<file path="src/rtl/mem_copy_pkg.sv">
// Shared types and constants for the RAM block copy / fill engine.
package mem_copy_pkg;

  localparam int ADDR_W_DEF = 13;
  localparam int DATA_W_DEF = 32;

  localparam logic MODE_COPY = 1'b0;
  localparam logic MODE_FILL = 1'b1;

  typedef enum logic [2:0] {
    ST_IDLE,
    ST_RD,
    ST_LAT,
    ST_WR,
    ST_DONE
  } state_t;

endpackage

</file>
<file path="src/rtl/mem_copy_addr_gen.sv">
// Loadable word pointer that steps up or down by one, wrapping modulo 2^ADDR_W.
module mem_copy_addr_gen #(
  parameter int ADDR_W = mem_copy_pkg::ADDR_W_DEF
) (
  input  logic              clk,
  input  logic              rst,
  input  logic              load,
  input  logic [ADDR_W-1:0] load_addr,
  input  logic              step,
  input  logic              down,
  output logic [ADDR_W-1:0] ptr
);

  always_ff @(posedge clk) begin
    if (rst)       ptr <= '0;
    else if (load) ptr <= load_addr;
    else if (step) ptr <= down ? ptr - ADDR_W'(1) : ptr + ADDR_W'(1);
  end

endmodule

</file>
<file path="src/rtl/mem_block_copy.sv">
// Bus-master engine driving the single-port RAM for block copy or block fill.
module mem_block_copy
  import mem_copy_pkg::*;
#(
  parameter int ADDR_W = ADDR_W_DEF,
  parameter int DATA_W = DATA_W_DEF
) (
  input  logic              clk,
  input  logic              rst,
  input  logic              start,
  input  logic              mode,
  input  logic [ADDR_W-1:0] src_addr,
  input  logic [ADDR_W-1:0] dst_addr,
  input  logic [ADDR_W:0]   len,
  input  logic [DATA_W-1:0] fill_data,
  output logic              busy,
  output logic              done,
  output logic [ADDR_W:0]   remaining,
  output logic              mem_w_en,
  output logic [ADDR_W-1:0] mem_addr,
  output logic [DATA_W-1:0] mem_d_out,
  input  logic [DATA_W-1:0] mem_d_in
);

  state_t            state;
  logic              mode_q;
  logic              down_q;
  logic [DATA_W-1:0] fill_q;
  logic [DATA_W-1:0] data_q;
  logic [ADDR_W:0]   rem_q;
  logic [ADDR_W-1:0] src_ptr, dst_ptr;

  logic              accept;
  logic              desc;
  logic [ADDR_W-1:0] diff;
  logic [ADDR_W-1:0] len_m1;
  logic [ADDR_W-1:0] src_load, dst_load;

  assign accept = start && (state == ST_IDLE || state == ST_DONE);
  assign diff   = dst_addr - src_addr;
  assign len_m1 = len[ADDR_W-1:0] - ADDR_W'(1);

  // Destination lies inside the source window ahead of it: copy from the top
  // down so no source word is overwritten before it is read.
  assign desc     = (mode == MODE_COPY) && (diff != '0) && ({1'b0, diff} < len);
  assign src_load = src_addr + (desc ? len_m1 : '0);
  assign dst_load = dst_addr + (desc ? len_m1 : '0);

  mem_copy_addr_gen #(.ADDR_W(ADDR_W)) u_src (
    .clk       (clk),
    .rst       (rst),
    .load      (accept),
    .load_addr (src_load),
    .step      ((state == ST_WR) && (mode_q == MODE_COPY)),
    .down      (down_q),
    .ptr       (src_ptr)
  );

  mem_copy_addr_gen #(.ADDR_W(ADDR_W)) u_dst (
    .clk       (clk),
    .rst       (rst),
    .load      (accept),
    .load_addr (dst_load),
    .step      (state == ST_WR),
    .down      (down_q),
    .ptr       (dst_ptr)
  );

  always_ff @(posedge clk) begin
    if (rst) begin
      state  <= ST_IDLE;
      mode_q <= MODE_COPY;
      down_q <= 1'b0;
      fill_q <= '0;
      data_q <= '0;
      rem_q  <= '0;
    end else begin
      case (state)
        ST_IDLE, ST_DONE: begin
          if (start) begin
            mode_q <= mode;
            down_q <= desc;
            fill_q <= fill_data;
            rem_q  <= len;
            if (len == '0)             state <= ST_DONE;
            else if (mode == MODE_FILL) state <= ST_WR;
            else                       state <= ST_RD;
          end
        end
        ST_RD:  state <= ST_LAT;
        ST_LAT: begin
          data_q <= mem_d_in;
          state  <= ST_WR;
        end
        ST_WR: begin
          rem_q <= rem_q - 1'b1;
          if (rem_q == (ADDR_W+1)'(1))  state <= ST_DONE;
          else if (mode_q == MODE_FILL) state <= ST_WR;
          else                          state <= ST_RD;
        end
        default: state <= ST_IDLE;
      endcase
    end
  end

  always_comb begin
    busy      = (state == ST_RD) || (state == ST_LAT) || (state == ST_WR);
    done      = (state == ST_DONE);
    remaining = rem_q;
    mem_w_en  = (state == ST_WR);
    mem_d_out = data_q;
    mem_addr  = '0;
    case (state)
      ST_RD, ST_LAT: mem_addr = src_ptr;
      ST_WR: begin
        mem_addr = dst_ptr;
        if (mode_q == MODE_FILL) mem_d_out = fill_q;
      end
      default: mem_addr = '0;
    endcase
  end

endmodule

</file>
<file path="config.mk">
export PLATFORM = sky130hd
export DESIGN_NAME = mem_block_copy
export DESIGN_NICKNAME = d
export VERILOG_FILES = /design/src/rtl/mem_copy_pkg.sv /design/src/rtl/mem_copy_addr_gen.sv /design/src/rtl/mem_block_copy.sv
export SDC_FILE = /design/constraint.sdc
export NUM_CORES = 1
export LEC_CHECK = 0
export ABC_AREA = 1
export CAP_MARGIN = 25
export CORE_MARGIN = 8
export CORE_UTILIZATION = 35
export CTS_CLUSTER_SIZE = 28
export DETAILED_ROUTE_END_ITERATION = 6
export GPL_TIMING_DRIVEN = 1
export PLACE_DENSITY_LB_ADDON = 0.3
export SETUP_SLACK_MARGIN = 0.4
export SKIP_LAST_GASP = 1
export SYNTH_ARGS = -nofsm -noshare
export SYNTH_HDL_FRONTEND = slang
export SYNTH_SLANG_ARGS = --single-unit
</file>
<file path="constraint.sdc">
create_clock -name clk -period 11.7 [get_ports clk]
set_input_delay 1.17 -clock clk [delete_from_list [all_inputs] [get_ports clk]]
set_output_delay 1.17 -clock clk [all_outputs]
set_load 0.02 [all_outputs]
</file>
==> results of run 1 <==
-- metal layers --
layer	share of wire, %	vias up
met3	7.0	33
met4	1.6	0
met5	0	-
met1	45	4013
met2	46	238
li1	-	4504
-- worst max path at each step --
stage / from / end / slack (ns)
detailed placement: dst_addr[0] / u_src.ptr[7] / 5.43
global route: dst_addr[0] / u_src.ptr[7] / 5.27
finish: dst_addr[0] / u_src.ptr[7] / 5.71
floorplan: dst_addr[0] / u_dst.ptr[12] / 6.50
global placement: dst_addr[0] / u_src.ptr[7] / 5.51
CTS: dst_addr[0] / u_src.ptr[7] / 5.79
-- logic make-up after synthesis --
kind of cell,count (synthesis),share of synthesized area (%)
AO/OA/AOI/OAI,280,18.6
XOR/XNOR,32,3.30
adder cells (fa/ha/maj),74,11.4
buffers and inverters,200,8.86
flip-flops,109,25.7
multiplexers,32,4.25
AND/OR/NAND/NOR,542,27.9
-- worst max-delay path, delay by kind of cell --
family          cells  cell delay [ns]
buf+inv             5             0.91
compound gates      6             1.03
simple gates       17             1.94
fa+ha+maj           4             1.21
-- report_power, final --
part	switching, uW	total [uW]	internal (uW)
sequential	46.8	486	439
clock	166	321	154
combinational	415	691	275
total	628	1500	869
-- area by class of cell --
class,count,share of cell area (%)
sequential,109,20.2
timing repair buffer,177,16.2
clock buffer,9,2.09
inverter,154,5.35
tap,324,3.75
multi-input combinational,960,51.6
clock inverter,7,0.823
-- stage by stage --
step | instances | utilization, % | worst slack (ns) | power [uW] | instance area, sq um
2_1_floorplan | 1269 | - | 6.50 | 938 | 8490
3_3_place_gp | 1724 | 43.6 | 5.51 | 1180 | 10500
3_5_place_dp | 1724 | 43.6 | 5.43 | 1180 | 10500
4_1_cts | 1740 | 44.9 | 5.79 | 1510 | 10800
5_1_grt | 1740 | 44.9 | 5.27 | 1610 | 10800
6_report | 1740 | 44.9 | 5.71 | 1500 | 10800
-- sequential cells by signal, summed over array words and instances (netlist names) --
register and flops:
mode_q 1, data_q 32, u_dst.ptr 13, remaining 14, fill_q 32, down_q 1
state 3, u_src.ptr 13
-- cell usage after synthesis, drive strengths merged (5+ instances only) --
| cell type | n | share of area, % |
|---|---|---|
| mux2 | 32 | 4.2 |
| inv | 152 | 6.7 |
| nor2 | 227 | 10 |
| o21ai | 136 | 8.2 |
| dfxtp | 109 | 26 |
| nand4 | 21 | 1.8 |
| xor2 | 24 | 2.5 |
| nand2 | 196 | 9.3 |
| ha | 69 | 10 |
| nand3 | 74 | 4.7 |
| clkbuf | 42 | 1.9 |
| nor3 | 14 | 0.88 |
| a21oi | 89 | 5.5 |
| fa | 5 | 1.2 |
| o22ai | 6 | 0.44 |
| o211ai | 6 | 0.53 |
| o21bai | 6 | 0.53 |
| xnor2 | 8 | 0.83 |
| a31oi | 10 | 0.74 |
| a22o | 11 | 1.1 |
==> flow_metrics.env, run 1 <==
export IMPL_dp_hpwl_um=21000
export IMPL_clock_skew_ns=0.0195
export IMPL_slew_viol_final=0
export IMPL_cts_setup_buffers=0
export IMPL_p_per_area_mw_per_mm2=139
export IMPL_overflow=0
export IMPL_cp_arrival_ns=6.27
export IMPL_synth_cells=1269
export IMPL_yosys_warnings=0
export IMPL_syn_to_final_growth_pct=27.2
export IMPL_grt_start_max_net_pins=72
export IMPL_crit_top_cell="nand2_1"
export IMPL_drt_iter0_drc=563
export IMPL_finalCriticalPeriod_ns=5.99
export IMPL_synth_ff_type="dfxtp_1"
export IMPL_cts_buffers=9
export IMPL_seq_area_sq_mm=0.00218
export IMPL_first_pass_iters=6
export IMPL_cts_buffer_depth=2
export IMPL_whs_path_depth=2
export IMPL_die_height_um=172
export IMPL_final_common_cell="nor2_1"
export IMPL_gr_usage_met1_pct=24.6
export IMPL_relSlewSlack_pct=35.8
export IMPL_period_share_pct=51.2
export IMPL_reg2reg_from="state[0]"
export IMPL_grt_busiest_layer="met2"
export IMPL_met3_usage_pct=4.68
export IMPL_ir_drop_uv=100
export IMPL_fp_row_count=57
export IMPL_status="complete, no violations"
export IMPL_grt_pass1_wl_um=44000
export IMPL_layout_nets=1593
export IMPL_cts_sink_count=109
export IMPL_r2r_end="u_src.ptr[10]"
export IMPL_maxCapViolCount=0
export IMPL_path_max_fanout=11
export IMPL_ctsRootBufferMaster="clkbuf_16"
export IMPL_clkSlewWorstSetupHoldPaths_ns=0.09
export IMPL_slowest_delay_ns=0.53
export IMPL_crit_required_ns=11.98
export IMPL_r2r_slack_ns=7.84
export IMPL_synthArstFlopShare_pct=0
export IMPL_cts_hold_buffers=0
export IMPL_met2_usage_pct=30.1
export IMPL_cts_htree_levels=3
export IMPL_syn_nets=1451
export IMPL_synth_edf_count=0
export IMPL_netlist_area_sq_mm=0.00849
export IMPL_crit_path_start_kind="input port"
export IMPL_holdCritStartpoint="mode_q"
export IMPL_start_util_pct=35.3
export IMPL_mostFrequentLayoutCells="nor2_1, nand2_1, clkdlybuf4s50_1, inv_1, o21ai_0"
export IMPL_hold_end="mode_q"
export IMPL_route_vias_total=8788
export IMPL_synth_cell_types=50
export IMPL_syn_avg_cell_area_sq_um=6.69
export IMPL_grt_use_total_pct=18.6
export IMPL_ant_nets=0
export IMPL_ios=170
export IMPL_hold_violations=0
export IMPL_antenna_found_initial=0
export IMPL_multi_input_area_sq_mm=0.00557
export IMPL_cts_tree="built"
export IMPL_synth_seq_cells=109
export IMPL_rr_worst_depth=10
export IMPL_antennaDiodeCount=0
export IMPL_coreArea_sq_mm=0.0240
export IMPL_setup_viol=0
export IMPL_worst_path_max_delay_cell="clkdlybuf4s50_1"
export IMPL_crit_type="input port to flop"
export IMPL_wl_um=27700
export IMPL_p_leak_uw=0.00502
export IMPL_rsz0062_at_grt="no"
export IMPL_yosysSeqAreaShare_pct=25.7
export IMPL_insertion_delay_ns=0.36
export IMPL_place_gp_congestion=0.983
export IMPL_dieArea_sq_mm=0.0295
export IMPL_port_buffers=169
export IMPL_drc_errors=0
export IMPL_nFillCells=2512
export IMPL_tightest_slew_ns=0.960
export IMPL_via_per_inst=5.05
export IMPL_tns_ns=0
export IMPL_die_w_um=172
export IMPL_hold_class="flop to flop"
export IMPL_max_freq_mhz=167
export IMPL_wl_per_cell_um=15.9
export IMPL_whs_ns=0.492
export IMPL_crit_path_end_kind="flop"
export IMPL_grt_pass1_vias=8355
export IMPL_cts_resized=0
export IMPL_drive_above_1_share_pct=7.70
(Power assumes the default switching activity.)
==> run 2: changes to the inputs <==
Clock period 11.7 ns to 5.4 ns, I/O delays scaled along.
==> run 2 against run 1 <==
Net effect:
- register-to-register slack got worse by 5.5 ns
- highest routed layer unchanged
- critical path type unchanged
- cell count increased by 0.34%
- non-clock buffer count increased by 6
- global-route usage is 0.16 points higher
- combinational power rose by 120%
- largest power group unchanged
==> flow_metrics.env, run 2 (synthesis gave the netlist of run 1 again) <==
export IMPL_cp_arrival_ns=4.98
export IMPL_rsz0062_at_grt="yes"
export IMPL_slowest_delay_ns=0.52
export IMPL_insertion_delay_ns=0.35
export IMPL_route_vias_total=8848
export IMPL_die_height_um=172
export IMPL_met3_usage_pct=4.66
export IMPL_dp_hpwl_um=21500
export IMPL_coreArea_sq_mm=0.0240
export IMPL_layout_nets=1599
export IMPL_status="complete, no violations"
export IMPL_grt_use_total_pct=18.8
export IMPL_p_per_area_mw_per_mm2=299
export IMPL_grt_busiest_layer="met2"
export IMPL_ctsRootBufferMaster="clkbuf_16"
export IMPL_crit_type="input port to flop"
export IMPL_drc_errors=0
export IMPL_cts_setup_buffers=0
export IMPL_crit_path_start_kind="input port"
export IMPL_overflow=0
export IMPL_clkSlewWorstSetupHoldPaths_ns=0.08
export IMPL_drive_above_1_share_pct=9.56
export IMPL_hold_class="flop to flop"
export IMPL_drt_iter0_drc=699
export IMPL_dieArea_sq_mm=0.0295
export IMPL_grt_pass1_wl_um=44700
export IMPL_max_freq_mhz=211
export IMPL_path_max_fanout=7
export IMPL_maxCapViolCount=0
export IMPL_cts_buffers=9
export IMPL_grt_start_max_net_pins=67
export IMPL_cts_buffer_depth=2
export IMPL_antennaDiodeCount=0
export IMPL_first_pass_iters=5
export IMPL_cts_hold_buffers=0
export IMPL_ir_drop_uv=227
export IMPL_wl_um=28100
export IMPL_clock_skew_ns=0.0174
export IMPL_cts_sink_count=109
export IMPL_tightest_slew_ns=0.932
export IMPL_slew_viol_final=0
export IMPL_port_buffers=169
export IMPL_cts_htree_levels=3
export IMPL_via_per_inst=5.07
export IMPL_syn_to_final_growth_pct=28.7
export IMPL_ant_nets=0
export IMPL_worst_path_max_delay_cell="clkdlybuf4s50_1"
export IMPL_relSlewSlack_pct=37.7
export IMPL_crit_path_end_kind="flop"
export IMPL_cts_tree="built"
export IMPL_grt_pass1_vias=8638
export IMPL_seq_area_sq_mm=0.00218
export IMPL_met2_usage_pct=30.6
export IMPL_mostFrequentLayoutCells="nor2_1, nand2_1, clkdlybuf4s50_1, inv_1, o21ai_0"
export IMPL_ios=170
export IMPL_crit_required_ns=5.64
export IMPL_whs_ns=0.510
export IMPL_final_common_cell="nor2_1"
export IMPL_hold_violations=0
export IMPL_die_w_um=172
export IMPL_tns_ns=0
export IMPL_start_util_pct=35.3
export IMPL_period_share_pct=87.8
export IMPL_wl_per_cell_um=16.1
export IMPL_nFillCells=2507
export IMPL_setup_viol=0
export IMPL_gr_usage_met1_pct=24.5
export IMPL_antenna_found_initial=0
export IMPL_p_leak_uw=0.00506
export IMPL_place_gp_congestion=0.978
export IMPL_fp_row_count=57
export IMPL_finalCriticalPeriod_ns=4.74
export IMPL_multi_input_area_sq_mm=0.00565
export IMPL_cts_resized=0
## run 2: final timing paths
| path | end | depth (start not counted) | slack [ns] | startpoint |
|---|---|---|---|---|
| max | u_src.ptr[11] | 29 | 0.66 | src_addr[3] |
| min | mode_q | 2 | 0.51 | mode_q |
| max reg2reg | u_src.ptr[10] | 15 | 2.31 | down_q |
| min reg2reg | mode_q | 2 | 0.51 | mode_q |
## run 2: stage by stage
step                      instances  total power (uW)  util, %  setup slack, ns  area (sq um)
final                          1746              3270     45.4            0.659         10900
after CTS                      1746              3270     45.1            0.486         10800
after detailed placement       1730              2580     43.8            0.150         10500
after global placement         1730              2560     43.8            0.227         10500
after global routing           1746              3500     45.4            0.360         10900
after floorplan                1269              2030        -            0.830          8490
## run 2: metal layers
metal	part of all wire, %	wire length, um	vias up
li1	-	-	4509
met1	45	12700	4048
met2	46	12900	263
met3	7.1	2000	28
met4	1.5	423	0
met5	0	0	-
## run 2: cell type report
| class | instances | share of cell area, % |
|---|---|---|
| timing repair buffer | 183 | 16.5 |
| clock inverter | 7 | 0.733 |
| sequential | 109 | 20.0 |
| inverter | 154 | 5.29 |
| clock buffer | 9 | 2.06 |
| tap | 324 | 3.71 |
| multi-input combinational | 960 | 51.7 |
## run 2: report_power, final
group          switching [uW]  total, uW  internal (uW)
registers                 103       1060            952
clock network             356        688            332
logic                     918       1530            610
total                    1380       3270           1890
## run 2: worst max-delay path, delay by kind of cell
kind | cells | cell delay [ns]
and+or+nand+nor | 17 | 2.17
AOI/OAI and AO/OA | 4 | 0.41
buffers and inverters | 5 | 0.92
adders and majority gates | 3 | 0.94
